<file path="src/rtl/vga_screen_arbiter.sv">
// ---------------------------------------------------------------------------
// vga_screen_arbiter
//
// Chooses which of three screen renderers (START, GAME, OVER) drives the VGA
// DAC, and sequences the screens START -> GAME -> OVER -> START. Screen
// changes are requested at any time, but they only take effect on a frame
// boundary (the falling edge of vsync), so a frame is never split between
// two screens.
//
// Optional build feature:
//   VGA_BLANK_FRAME_EN  - when defined, the first frame after every screen
//                         change is forced black (vga_rgb = 0) until the
//                         next frame_tick. The renderer enables already
//                         point at the new screen during that frame.
//
// Parameters:
//   OVER_FRAMES  - frames the game-over screen is held before returning
//                  to START (8-bit counter, saturating)
//   SYNC_STAGES  - depth of the key input synchronizers (>= 1)
//
// Ports:
//   clk            in   pixel clock, the only clock
//   rst_n          in   synchronous active-low reset
//   sync_vsync     in   vsync, low during the frame's sync pulse
//   sync_out_sig   in   active-video flag
//   start_key      in   raw start button (async, active-high)
//   restart_key    in   raw restart button (async, active-high)
//   game_over      in   level, high while the game is lost
//   start_rgb      in   RGB332 pixel from the start renderer
//   game_rgb       in   RGB332 pixel from the game renderer
//   over_rgb       in   RGB332 pixel from the game-over renderer
//   vga_rgb        out  registered, arbitrated pixel (1 cycle latency)
//   screen_sel     out  current screen / FSM state: 0 START, 1 GAME, 2 OVER
//   start_en       out  one-hot renderer enables, from the registered state
//   game_en        out
//   over_en        out
//   game_init      out  one-cycle pulse on the first cycle in GAME
//
// Handshake: there is no valid/ready handshake here. Requests are latched
// into a single pending flag; the flag is consumed (and cleared) by the
// transition it causes on a later frame_tick.
// ---------------------------------------------------------------------------
module vga_screen_arbiter #(
   parameter int unsigned OVER_FRAMES = 180,
   parameter int unsigned SYNC_STAGES = 2
) (
   input  logic       clk,
   input  logic       rst_n,
   input  logic       sync_vsync,
   input  logic       sync_out_sig,
   input  logic       start_key,
   input  logic       restart_key,
   input  logic       game_over,
   input  logic [7:0] start_rgb,
   input  logic [7:0] game_rgb,
   input  logic [7:0] over_rgb,
   output logic [7:0] vga_rgb,
   output logic [1:0] screen_sel,
   output logic       start_en,
   output logic       game_en,
   output logic       over_en,
   output logic       game_init
);

   typedef enum logic [1:0] {
      S_START = 2'd0,
      S_GAME  = 2'd1,
      S_OVER  = 2'd2
   } state_e;

   localparam logic [7:0] OVER_MAX = 8'(OVER_FRAMES);

   // ------------------------------------------------------------------
   // Key synchronizers and rising-edge detectors
   // ------------------------------------------------------------------
   logic [SYNC_STAGES-1:0] start_sync_q;
   logic [SYNC_STAGES-1:0] restart_sync_q;
   logic [SYNC_STAGES:0]   start_shift;
   logic [SYNC_STAGES:0]   restart_shift;
   logic                   start_prev_q;
   logic                   restart_prev_q;
   logic                   start_pulse;
   logic                   restart_pulse;

   assign start_shift   = {start_sync_q, start_key};
   assign restart_shift = {restart_sync_q, restart_key};

   assign start_pulse   = start_sync_q[SYNC_STAGES-1]   & ~start_prev_q;
   assign restart_pulse = restart_sync_q[SYNC_STAGES-1] & ~restart_prev_q;

   always_ff @(posedge clk) begin
      if (!rst_n) begin
         start_sync_q   <= '0;
         restart_sync_q <= '0;
         start_prev_q   <= 1'b0;
         restart_prev_q <= 1'b0;
      end else begin
         start_sync_q   <= start_shift[SYNC_STAGES-1:0];
         restart_sync_q <= restart_shift[SYNC_STAGES-1:0];
         start_prev_q   <= start_sync_q[SYNC_STAGES-1];
         restart_prev_q <= restart_sync_q[SYNC_STAGES-1];
      end
   end

   // ------------------------------------------------------------------
   // Frame tick: falling edge of vsync
   // ------------------------------------------------------------------
   logic vsync_prev_q;
   logic frame_tick;

   assign frame_tick = vsync_prev_q & ~sync_vsync;

   always_ff @(posedge clk) begin
      if (!rst_n) vsync_prev_q <= 1'b0;
      else        vsync_prev_q <= sync_vsync;
   end

   // ------------------------------------------------------------------
   // Screen FSM
   // ------------------------------------------------------------------
   state_e     state_q, state_d;
   logic       pending_q, pending_d;
   logic [7:0] cnt_q, cnt_d;
   logic       game_init_q, game_init_d;
   logic       req;
   logic       transition;

   // The pending flag must already be set before the tick that consumes
   // it, so a request landing on the tick itself waits one more frame.
   assign transition = frame_tick & pending_q;

   always_ff @(posedge clk) begin
      if (!rst_n) begin
         state_q     <= S_START;
         pending_q   <= 1'b0;
         cnt_q       <= 8'd0;
         game_init_q <= 1'b0;
      end else begin
         state_q     <= state_d;
         pending_q   <= pending_d;
         cnt_q       <= cnt_d;
         game_init_q <= game_init_d;
      end
   end

   always_comb begin
      state_d     = state_q;
      pending_d   = pending_q;
      cnt_d       = cnt_q;
      game_init_d = 1'b0;
      req         = 1'b0;

      // Each state listens only to its own request source.
      case (state_q)
         S_START: req = start_pulse;
         S_GAME:  req = game_over;
         S_OVER:  req = restart_pulse | (cnt_q == OVER_MAX);
         default: req = 1'b0;
      endcase

      if (transition) begin
         pending_d = 1'b0;
         case (state_q)
            S_START: begin
               state_d     = S_GAME;
               game_init_d = 1'b1;
            end
            S_GAME: begin
               state_d = S_OVER;
               cnt_d   = 8'd0;
            end
            default: state_d = S_START;
         endcase
      end else begin
         if (!pending_q && req) pending_d = 1'b1;
         if (frame_tick && state_q == S_OVER && cnt_q < OVER_MAX)
            cnt_d = cnt_q + 8'd1;
      end
   end

   // ------------------------------------------------------------------
   // Optional blank first frame after a screen change
   // ------------------------------------------------------------------
   logic rgb_mask;

`ifdef VGA_BLANK_FRAME_EN
   logic blank_q;

   always_ff @(posedge clk) begin
      if (!rst_n)          blank_q <= 1'b0;
      else if (transition) blank_q <= 1'b1;
      else if (frame_tick) blank_q <= 1'b0;
   end

   assign rgb_mask = ~blank_q;
`else
   assign rgb_mask = 1'b1;
`endif

   // ------------------------------------------------------------------
   // Pixel mux, registered
   // ------------------------------------------------------------------
   logic [7:0] sel_rgb;
   logic [7:0] vga_rgb_q, vga_rgb_d;

   always_comb begin
      sel_rgb = 8'h00;
      case (state_q)
         S_START: sel_rgb = start_rgb;
         S_GAME:  sel_rgb = game_rgb;
         S_OVER:  sel_rgb = over_rgb;
         default: sel_rgb = 8'h00;
      endcase
      vga_rgb_d = (sync_out_sig && rgb_mask) ? sel_rgb : 8'h00;
   end

   always_ff @(posedge clk) begin
      if (!rst_n) vga_rgb_q <= 8'h00;
      else        vga_rgb_q <= vga_rgb_d;
   end

   // ------------------------------------------------------------------
   // Outputs
   // ------------------------------------------------------------------
   assign vga_rgb    = vga_rgb_q;
   assign screen_sel = state_q;
   assign start_en   = (state_q == S_START);
   assign game_en    = (state_q == S_GAME);
   assign over_en    = (state_q == S_OVER);
   assign game_init  = game_init_q;

endmodule

</file>
<file path="config.mk">
export PLATFORM = sky130hd
export DESIGN_NAME = vga_screen_arbiter
export DESIGN_NICKNAME = d
export VERILOG_FILES = /design/src/rtl/vga_screen_arbiter.sv
export SDC_FILE = /design/constraint.sdc
export NUM_CORES = 1
export LEC_CHECK = 0
export CAP_MARGIN = 10
export CORE_MARGIN = 2
export CORE_UTILIZATION = 30
export CTS_CLUSTER_SIZE = 40
export DETAILED_ROUTE_END_ITERATION = 12
export PLACE_DENSITY_LB_ADDON = 0.2
export SYNTH_ARGS = -nofsm -noshare
export SYNTH_HDL_FRONTEND = slang
export SYNTH_SLANG_ARGS = --single-unit
</file>
<file path="constraint.sdc">
create_clock -name clk -period 1.9 [get_ports clk]
set_input_delay 0.38 -clock clk [delete_from_list [all_inputs] [get_ports clk]]
set_output_delay 0.38 -clock clk [all_outputs]
set_load 0.02 [all_outputs]
</file>
== Word level (Yosys, flattened, before mapping) ==
Index checks and enable logic that the tools add are counted.

* Add/subtract/negate cells: 1
* Magnitude comparators: 1
* Equality and inequality tests: 4
* Mux-type cells: 7
* Bitwise operators: 9
* Reduce and logical (&&, ||, !) cells: 10

{| class="wikitable"
|+ Operator list
! operator !! number
|-
| $mux W8 || 3
|-
| $pmux W8 S3 || 1
|-
| $add A8 B1 Y8 const B || 1
|-
| $eq A8 B8 Y1 const B || 1
|-
| $lt A8 B8 Y1 const B || 1
|-
| $reduce_and A2 Y1 || 3
|-
| $and A1 B1 Y1 || 4
|-
| $not A1 Y1 || 4
|-
| $pmux W2 S2 || 1
|-
| $logic_and A1 B1 Y1 || 3
|-
| $pmux W1 S3 || 1
|-
| $eq A2 B1 Y1 const B || 1
|-
| $eq A2 B2 Y1 const B || 1
|-
| $logic_not A2 Y1 || 1
|-
| $ne A2 B2 Y1 const B || 1
|-
| $reduce_bool A2 Y1 || 1
|-
| $reduce_or A2 Y1 || 1
|-
| $logic_not A1 Y1 || 1
|-
| $mux W1 || 1
|-
| $or A1 B1 Y1 || 1
|}

* Register bits: 27

== Longest topological paths before layout ==
Gate-level depths: netlist of the first run.

* Depth after elaboration: 6
* Mapped depth: 6

== Worst setup path before layout of the first run ==
No wires, ideal clock.

* Path type: register -> register
* Start: register state_q[1] (netlist: screen_sel[1])
* End: register cnt_q[6]
* Arrival: 1.583 ns
* Required time: 1.840 ns
* Setup slack: 0.257 ns
* Cell stages (with the launch flop): 6
* Cells stage by stage: dfxtp_1 -> and2b_2 -> o2111ai_4 -> buf_6 -> a2111o_1 -> nand2_1

* Longest elaborated chain between the ends: 5
* Elaborated cells between the ends (all ways): 7
* Classes of those cells: 3 x eq/ne; 4 x reduce/logical

{| class="wikitable"
|+ Ends and longest elaborated chain
! element !! RTL line !! text
|-
| start, declared || 121 || <nowiki>state_e state_q, state_d;</nowiki>
|-
| start signal, assigned || 139 || <nowiki>state_q <= state_d;</nowiki>
|-
| $eq A2 B2 Y1 || - ||
|-
| via over_en || 61 || <nowiki>output logic over_en,</nowiki>
|-
| $logic_and A1 B1 Y1 (2 in series) || 176 || <nowiki>if (frame_tick && state_q == S_OVER && cnt_q < OVER_MAX)</nowiki>
|-
| $reduce_bool A2 Y1 (no source line) || - ||
|-
| $reduce_and A2 Y1 (no source line) || - ||
|-
| end signal, assigned || 141 || <nowiki>cnt_q <= cnt_d;</nowiki>
|-
| end, declared || 123 || <nowiki>logic [7:0] cnt_q, cnt_d;</nowiki>
|}

The timed path passes the listed nets, and every way through them passes these cells.
A chain may end at the register's enable or synchronous reset.

== Final worst setup path of the first run ==
* Start: input sync_vsync
* End: register cnt_q[7]

* Longest elaborated chain between the ends: 6
* Elaborated cells between the ends (all ways): 9
* Classes of those cells: 1 x eq/ne; 1 x mux; 3 x bitwise; 4 x reduce/logical

{| class="wikitable"
|+ Ends and longest elaborated chain
! element !! RTL line !! text
|-
| start, declared || 49 || <nowiki>input logic sync_vsync,</nowiki>
|-
| $not A1 Y1 * || 111 || <nowiki>assign frame_tick = vsync_prev_q & ~sync_vsync;</nowiki>
|-
| $and A1 B1 Y1 * || 111 ||
|-
| $logic_and A1 B1 Y1 (2 in series) || 176 ||
|-
| $reduce_bool A2 Y1 (no source line) || - ||
|-
| $reduce_and A2 Y1 (no source line) || - ||
|}

Every way passes the cells marked *; elsewhere a longest branch is shown, timed or not.

==> results of run 1 <==
state kept, by name, indices dropped and copies added, names as in the netlist, 2 cells and up:
name,count
screen_sel,2
cnt_q,8
vga_rgb,8
start_sync_q,2
restart_sync_q,2
worst paths after layout:
path                     startpoint                 to  slack, ps  depth (start not counted)
setup / recovery         sync_vsync           cnt_q[7]        210                          5
hold / removal    restart_sync_q[0]  restart_sync_q[1]        440                          1
setup reg to reg      screen_sel[0]           cnt_q[7]        220                          5
hold reg to reg   restart_sync_q[0]  restart_sync_q[1]        440                          1
metrics by stage:
| step | area (µm²) | utilization (%) | TNS (ps) | cells |
|---|---|---|---|---|
| 4_1_cts | 1824 | 45.61 | 0 | 241 |
| 3_5_place_dp | 1778 | 44.45 | -80.97 | 237 |
| 3_3_place_gp | 1778 | 44.45 | -43.22 | 237 |
| 6_report | 1827 | 45.67 | 0 | 241 |
| 5_1_grt | 1827 | 45.67 | 0 | 241 |
| 2_1_floorplan | 1242 | - | 0 | 141 |
synthesized netlist by cell type, drive strengths merged:
cell type   n
dfxtp      27
nor2       22
nand2      16
a21oi      12
mux2i       9
and2        8
clkbuf      5
inv         4
nand3       4
o2111ai     4
a2111o      3
nor2b       3
a21boi      2
and3        2
and3b       2
buf         2
ha          2
a2111oi     1
a211oi      1
a21bo       1
and2b       1
nand4       1
nand4b      1
o21a        1
o21ai       1
o21ba       1
o21bai      1
o22ai       1
o2bb2a      1
o32ai       1
or3b        1
layer usage:
layer  wire length, µm  global-route usage, %
met5                 0                      0
met4               104                  7.250
met3               100                  2.961
met2              1547                  21.60
met1              1320                  17.37
kinds of logic after synthesis:
family          after synthesis
simple gates                 61
buf+inv                      11
compound gates               31
mux                           9
fa+ha+maj                     2
flops                        27
what timing repair did:
| action | in CTS | in global routing |
|---|---|---|
| resized for setup | 4 | 1 |
| setup endpoints to repair | 3 | 1 |
| hold buffers | 0 | 0 |
power by group through the flow:
stage	clock network [µW]	logic, µW	registers, µW
after floorplan	0	40.1	609
after global placement	0	139	600
after detailed placement	0	140	601
after CTS	355	141	588
after global routing	366	151	590
final	334	139	587
cell type report:
class / count / area (µm²)
Fill cell: 394 / 2173
Sequential cell: 27 / 541.8
Clock inverter: 1 / 7.507
Multi-Input combinational cell: 103 / 651.9
Tap cell: 50 / 62.56
Inverter: 4 / 15.01
Clock buffer: 3 / 41.29
Timing Repair Buffer: 53 / 506.7
critical path, stage by stage:
cell             delay (ps)
clkdlybuf4s50_1         430
and3b_1                 260
nand2_1                 230
a2111oi_0               450
o21ba_2                 180
cell usage in the layout (no fill, tap or decap), types with 4 or more instances in the layout:
cell and count:
dfxtp_1 26, clkdlybuf4s50_1 40, nor2_1 22, and2_1 8, buf_4 9, a21oi_1 12
mux2i_1 9, nand3_1 4, nand2_1 16, inv_1 4
==> reports/metrics.csv, run 1 <==
stage,metric,value,unit
status,status,"complete, no violations",
logic_synthesis,synth_area_leader_cell,dfxtp_1,
clocking,post_cts_buffers,0,
setup_path,path_max_fanout,11,
logic_synthesis,synth-xor-area-share,0,%
drt,routed_wl,3073,µm
timing,fin_hold_ws,441.6,ps
drt,drt_iter0_markers,24,
timing,rsz0062_at_grt,no,
timing,setup_ws,211.5,ps
hold_path,hold_class,reg -> reg,
placed_design,io_buffer_count,44,
cells_and_area,diodes,0,
clocking,clk_latency,270,ps
placed_design,dp_hpwl,2402,µm
drt,drtAntennaViolNets,0,
clocking,numCtsBuffers,3,
pwr,p_int,819.3,µW
logic_synthesis,syn-cell-area,1242,µm²
logic_synthesis,synth_cell_types,33,
timing,drv_slew,0,
pwr,powerDensity,580.5,nW/µm²
global_routing,overflow,0,
logic_synthesis,syn_avg_cell_area,8.812,µm²
setup_path,cp-end-kind,flip-flop,
global_routing,antenna_found_initial,0,
logic_synthesis,synthSimpleGateAreaFrac,23.67,%
floorplan,start_util,31.06,%
timing,worst_slew_pin_slew,381.3,ps
pwr,p_sw,241.2,µW
global_routing,grt_pass1_wl,4747,µm
logic_synthesis,synthAdderAreaFrac,2.014,%
clocking,cts_max_path_buffers,2,
logic_synthesis,syn_inst,141,
logic_synthesis,synth_top_family_by_area,simple AND/OR/NAND/NOR gates,
clocking,root_buffer,clkbuf_8,
timing,period_share,88.87,%
timing,fmax,592.3,MHz
cells_and_area,nets,225,
global_routing,grt_usage,13.69,%
logic_synthesis,yosys-top-cells-area,"dfxtp_1 44%, mux2i_1 7.3%, nor2_1 6.6%",
pwr,clockPowerShare,31.5,%
timing,fin_crit,1688,ps
placed_design,dp_slack,-80.97,ps
global_routing,grt_pass1_vias,1061,
pwr,seqPwrFrac,55.4,%
logic_synthesis,netlist.area_leader.share,43.50,%
setup_path,required,2130,ps
timing,finalHoldViolCount,0,
timing,setup_viol,0,
logic_synthesis,ys_ff_latch,27,
logic_synthesis,synth_compound_area_share,19.54,%
logic_synthesis,synth.net_count,174,
floorplan,die_w,68.36,µm
floorplan,die_h,68.36,µm
placed_design,gp_congestion,0.8597,
cells_and_area,area_growth_syn_to_layout,47.03,%
setup_path,startpoint_type,primary input,
floorplan,rows,23,
clocking,clk_pin_slew,100,ps
floorplan,die-area,4672,µm²
logic_synthesis,synth.area.mux_share,7.251,%
logic_synthesis,yosysWarnings,0,
drt,drcViolationCount,0,
floorplan,ios,45,
drt,vias_per_cell,4.880,
setup_path,critPathArrivalTime,1920,ps
pwr,p_sw_share,22.74,%
drt,vias,1176,
timing,fin_skew,3.217,ps
setup_path,critical_path_class,in -> reg,
drt,drt-pass1-iter-count,4,
global_routing,grt_max_degree,17,
drt,routedWlPerCell,12.75,µm
clocking,cts_sinks,27,
flow_run,max_cap_violations,0,
clocking,cts_tree,done,
pwr,p_leak,0.0006976,µW
floorplan,core-area,4000,µm²
cells_and_area,drive_above_1_share,9.948,%
logic_synthesis,synth.yosys.seq_area_share,43.50,%
timing,relSlewSlack,73.92,%
pwr,peakVddDrop,216.7,µV
pwr,p_comb_share,13.1,%
clocking,cts_htree_levels,1,
pwr,p_total,1061,µW
(Power assumes the default switching activity.)
==> inputs of run 2 (changes only) <==
Clock period 1.9 ns to 1.35 ns, I/O delays scaled along.
==> run 2 against run 1 <==
Against the previous run:
- the run now ends with setup timing left
- sequential power grew 40%
- critical endpoint is now cnt_q[1]
- power up 41%
- final cell count rose by 8.3%
- highest routed layer unchanged
- non-clock buffer count rose by 20
- cell area grew 13%
- sequential share of layout area shrank 3.0 points
- die area did not move
- first-iteration DRC count rose by 88%
==> reports/metrics.csv, run 2 (synthesis results as in run 1) <==
stage,metric,value,unit
timing,setup_tns,-986.7,ps
pwr,p_int,1157,µW
global_routing,antenna_found_initial,0,
global_routing,grt_pass1_wl,5444,µm
drt,routedWlPerCell,13.41,µm
pwr,p_total,1491,µW
clocking,clk_latency,270,ps
global_routing,grt_max_degree,21,
floorplan,die_h,68.36,µm
drt,drtAntennaViolNets,0,
timing,setup_viol,8,
cells_and_area,n_fill_cell,372,
placed_design,place_inst,253,
cells_and_area,final_common_cell,clkdlybuf4s50_1,
timing,setup_ws,-165.8,ps
timing,period_share,112.3,%
pwr,powerDensity,723.0,nW/µm²
setup_path,crit_chain,nand4b_1 -> o2111ai_4 -> buf_6 -> buf_6 -> mux2i_1 -> nor2b_1,
clocking,cts_tree,done,
pwr,peakVddDrop,464.1,µV
cells_and_area,nets,245,
pwr,p_sw,334.1,µW
clocking,cts_htree_levels,1,
floorplan,start_util,31.06,%
setup_path,crit_slowest_cell,o2111ai_4,
timing,drv_slew,0,
cells_and_area,drive_above_1_share,26.07,%
floorplan,core-area,4000,µm²
timing,rsz0062_at_grt,yes,
status,status,finished with violations,
placed_design,gp_congestion,0.8643,
timing,finalHoldViolCount,0,
hold_path,hold_class,in -> reg,
global_routing,overflow,0,
drt,drt_iter0_markers,45,
drt,vias,1267,
cells_and_area,fin_util,51.55,%
pwr,p_leak,0.0008751,µW
setup_path,path_common_cell,buf_6,
drt,drt-pass1-iter-count,4,
timing,fin_crit,1516,ps
setup_path,cp_slowest_stage_delay,350,ps
placed_design,io_buffer_count,44,
drt,vias_per_cell,4.854,
flow_run,max_cap_violations,0,
cells_and_area,area_growth_syn_to_layout,65.96,%
cells_and_area,instances_no_fill,261,
pwr,seqPwrFrac,55.1,%
floorplan,ios,45,
floorplan,rows,23,
setup_path,required,1530,ps
clocking,numCtsBuffers,3,
clocking,cts_max_path_buffers,2,
status,violations,setup timing,
pwr,clockPowerShare,30.8,%
global_routing,grt_pass1_vias,1211,
setup_path,startpoint_type,flip-flop,
clocking,root_buffer,clkbuf_8,
setup_path,cp-end-kind,flip-flop,
cells_and_area,final_cell_mix,"29 x clkdlybuf4s50_1, 24 x dfxtp_1, 24 x buf_4",
clocking,cts_sinks,27,
floorplan,die-area,4672,µm²
drt,drcViolationCount,0,
timing,fin_skew,8.283,ps
timing,worst_slew_pin_slew,288.3,ps
drt,routed_wl,3501,µm
clocking,clk_pin_slew,100,ps
pwr,p_sw_share,22.41,%
cells_and_area,diodes,0,
timing,relSlewSlack,80.77,%
global_routing,grt_usage,15.36,%
pwr,p_comb_share,14.1,%
setup_path,path_max_fanout,5,
floorplan,die_w,68.36,µm
timing,fmax,659.7,MHz
setup_path,critical_path_class,reg -> reg,
placed_design,dp_hpwl,2604,µm
setup_path,critPathArrivalTime,1690,ps
[run 2: cell types whose count changed in the layout (fill, tap and decap cells not counted), moves of 2 or more]
cell	change
dfxtp_4	+2
buf_4	+15
buf_2	+2
buf_6	+7
dlygate4sd2_1	+6
dfxtp_1	-2
clkdlybuf4s50_1	-11
nor2b_1	-2
[run 2: path summary, 6_finish.rpt]
check / startpoint / to / slack, ps / cells past startpoint
max: cnt_q[6] / cnt_q[1] / -170 / 6
min: sync_vsync / vsync_prev_q / 280 / 2
max reg2reg: cnt_q[6] / cnt_q[1] / -170 / 6
min reg2reg: restart_sync_q[0] / restart_sync_q[1] / 440 / 1
[run 2: metrics by stage]
step                      cell area [µm²]  hold slack [ps]  setup slack (ps)
after floorplan                      1251            391.7            -97.51
after global placement               1906            424.3            -440.3
after detailed placement             1906            419.6            -479.9
after CTS                            1989            445.9            -135.3
after global routing                 2062            316.4            -219.2
final                                2062            280.3            -165.8
[run 2: routing by layer]
metal	track usage [%]	up-vias	wire, µm
li1	-	630	-
met1	19.04	585	1415
met2	26.33	48	1861
met3	2.632	4	175
met4	6.000	0	50
met5	0	-	0
[run 2: layout make-up]
class,count,area (µm²),share of cell area (%)
clock buffer,4,45.04,2.184
inverter,4,15.01,0.7282
multi-input combinational,103,734.5,35.62
sequential,27,549.3,26.64
tap,50,62.56,3.034
timing repair buffer,73,655.6,31.80
[run 2: power groups by stage]
stage / registers, µW / logic (µW) / clock network, µW
4_1_cts: 821 / 205 / 476
5_1_grt: 824 / 228 / 504
3_3_place_gp: 842 / 205 / 0
3_5_place_dp: 842 / 207 / 0
2_1_floorplan: 855 / 56.6 / 0
6_report: 821 / 210 / 459
[run 2: repair_timing]
action	in CTS	in global routing
buffers inserted	2	3
hold buffers	0	0
setup endpoints to repair	23	15
gates resized for setup	40	16
gates cloned	0	0
pin swaps	4	7
[run 2: critical path: cells and delay by family (launching register included)]
kind | cells | cell delay, ps
AND/OR/NAND/NOR | 2 | 330
buffers and inverters | 2 | 230
flip-flops | 1 | 340
AO/OA/AOI/OAI | 1 | 350
multiplexers | 1 | 170
==> inputs of run 3 (changes only) <==
Settings changed: SLEW_MARGIN from default to 20.
==> results of run 3 <==
Same layout as run 2: the final DEF is identical, and so are final timing and power.
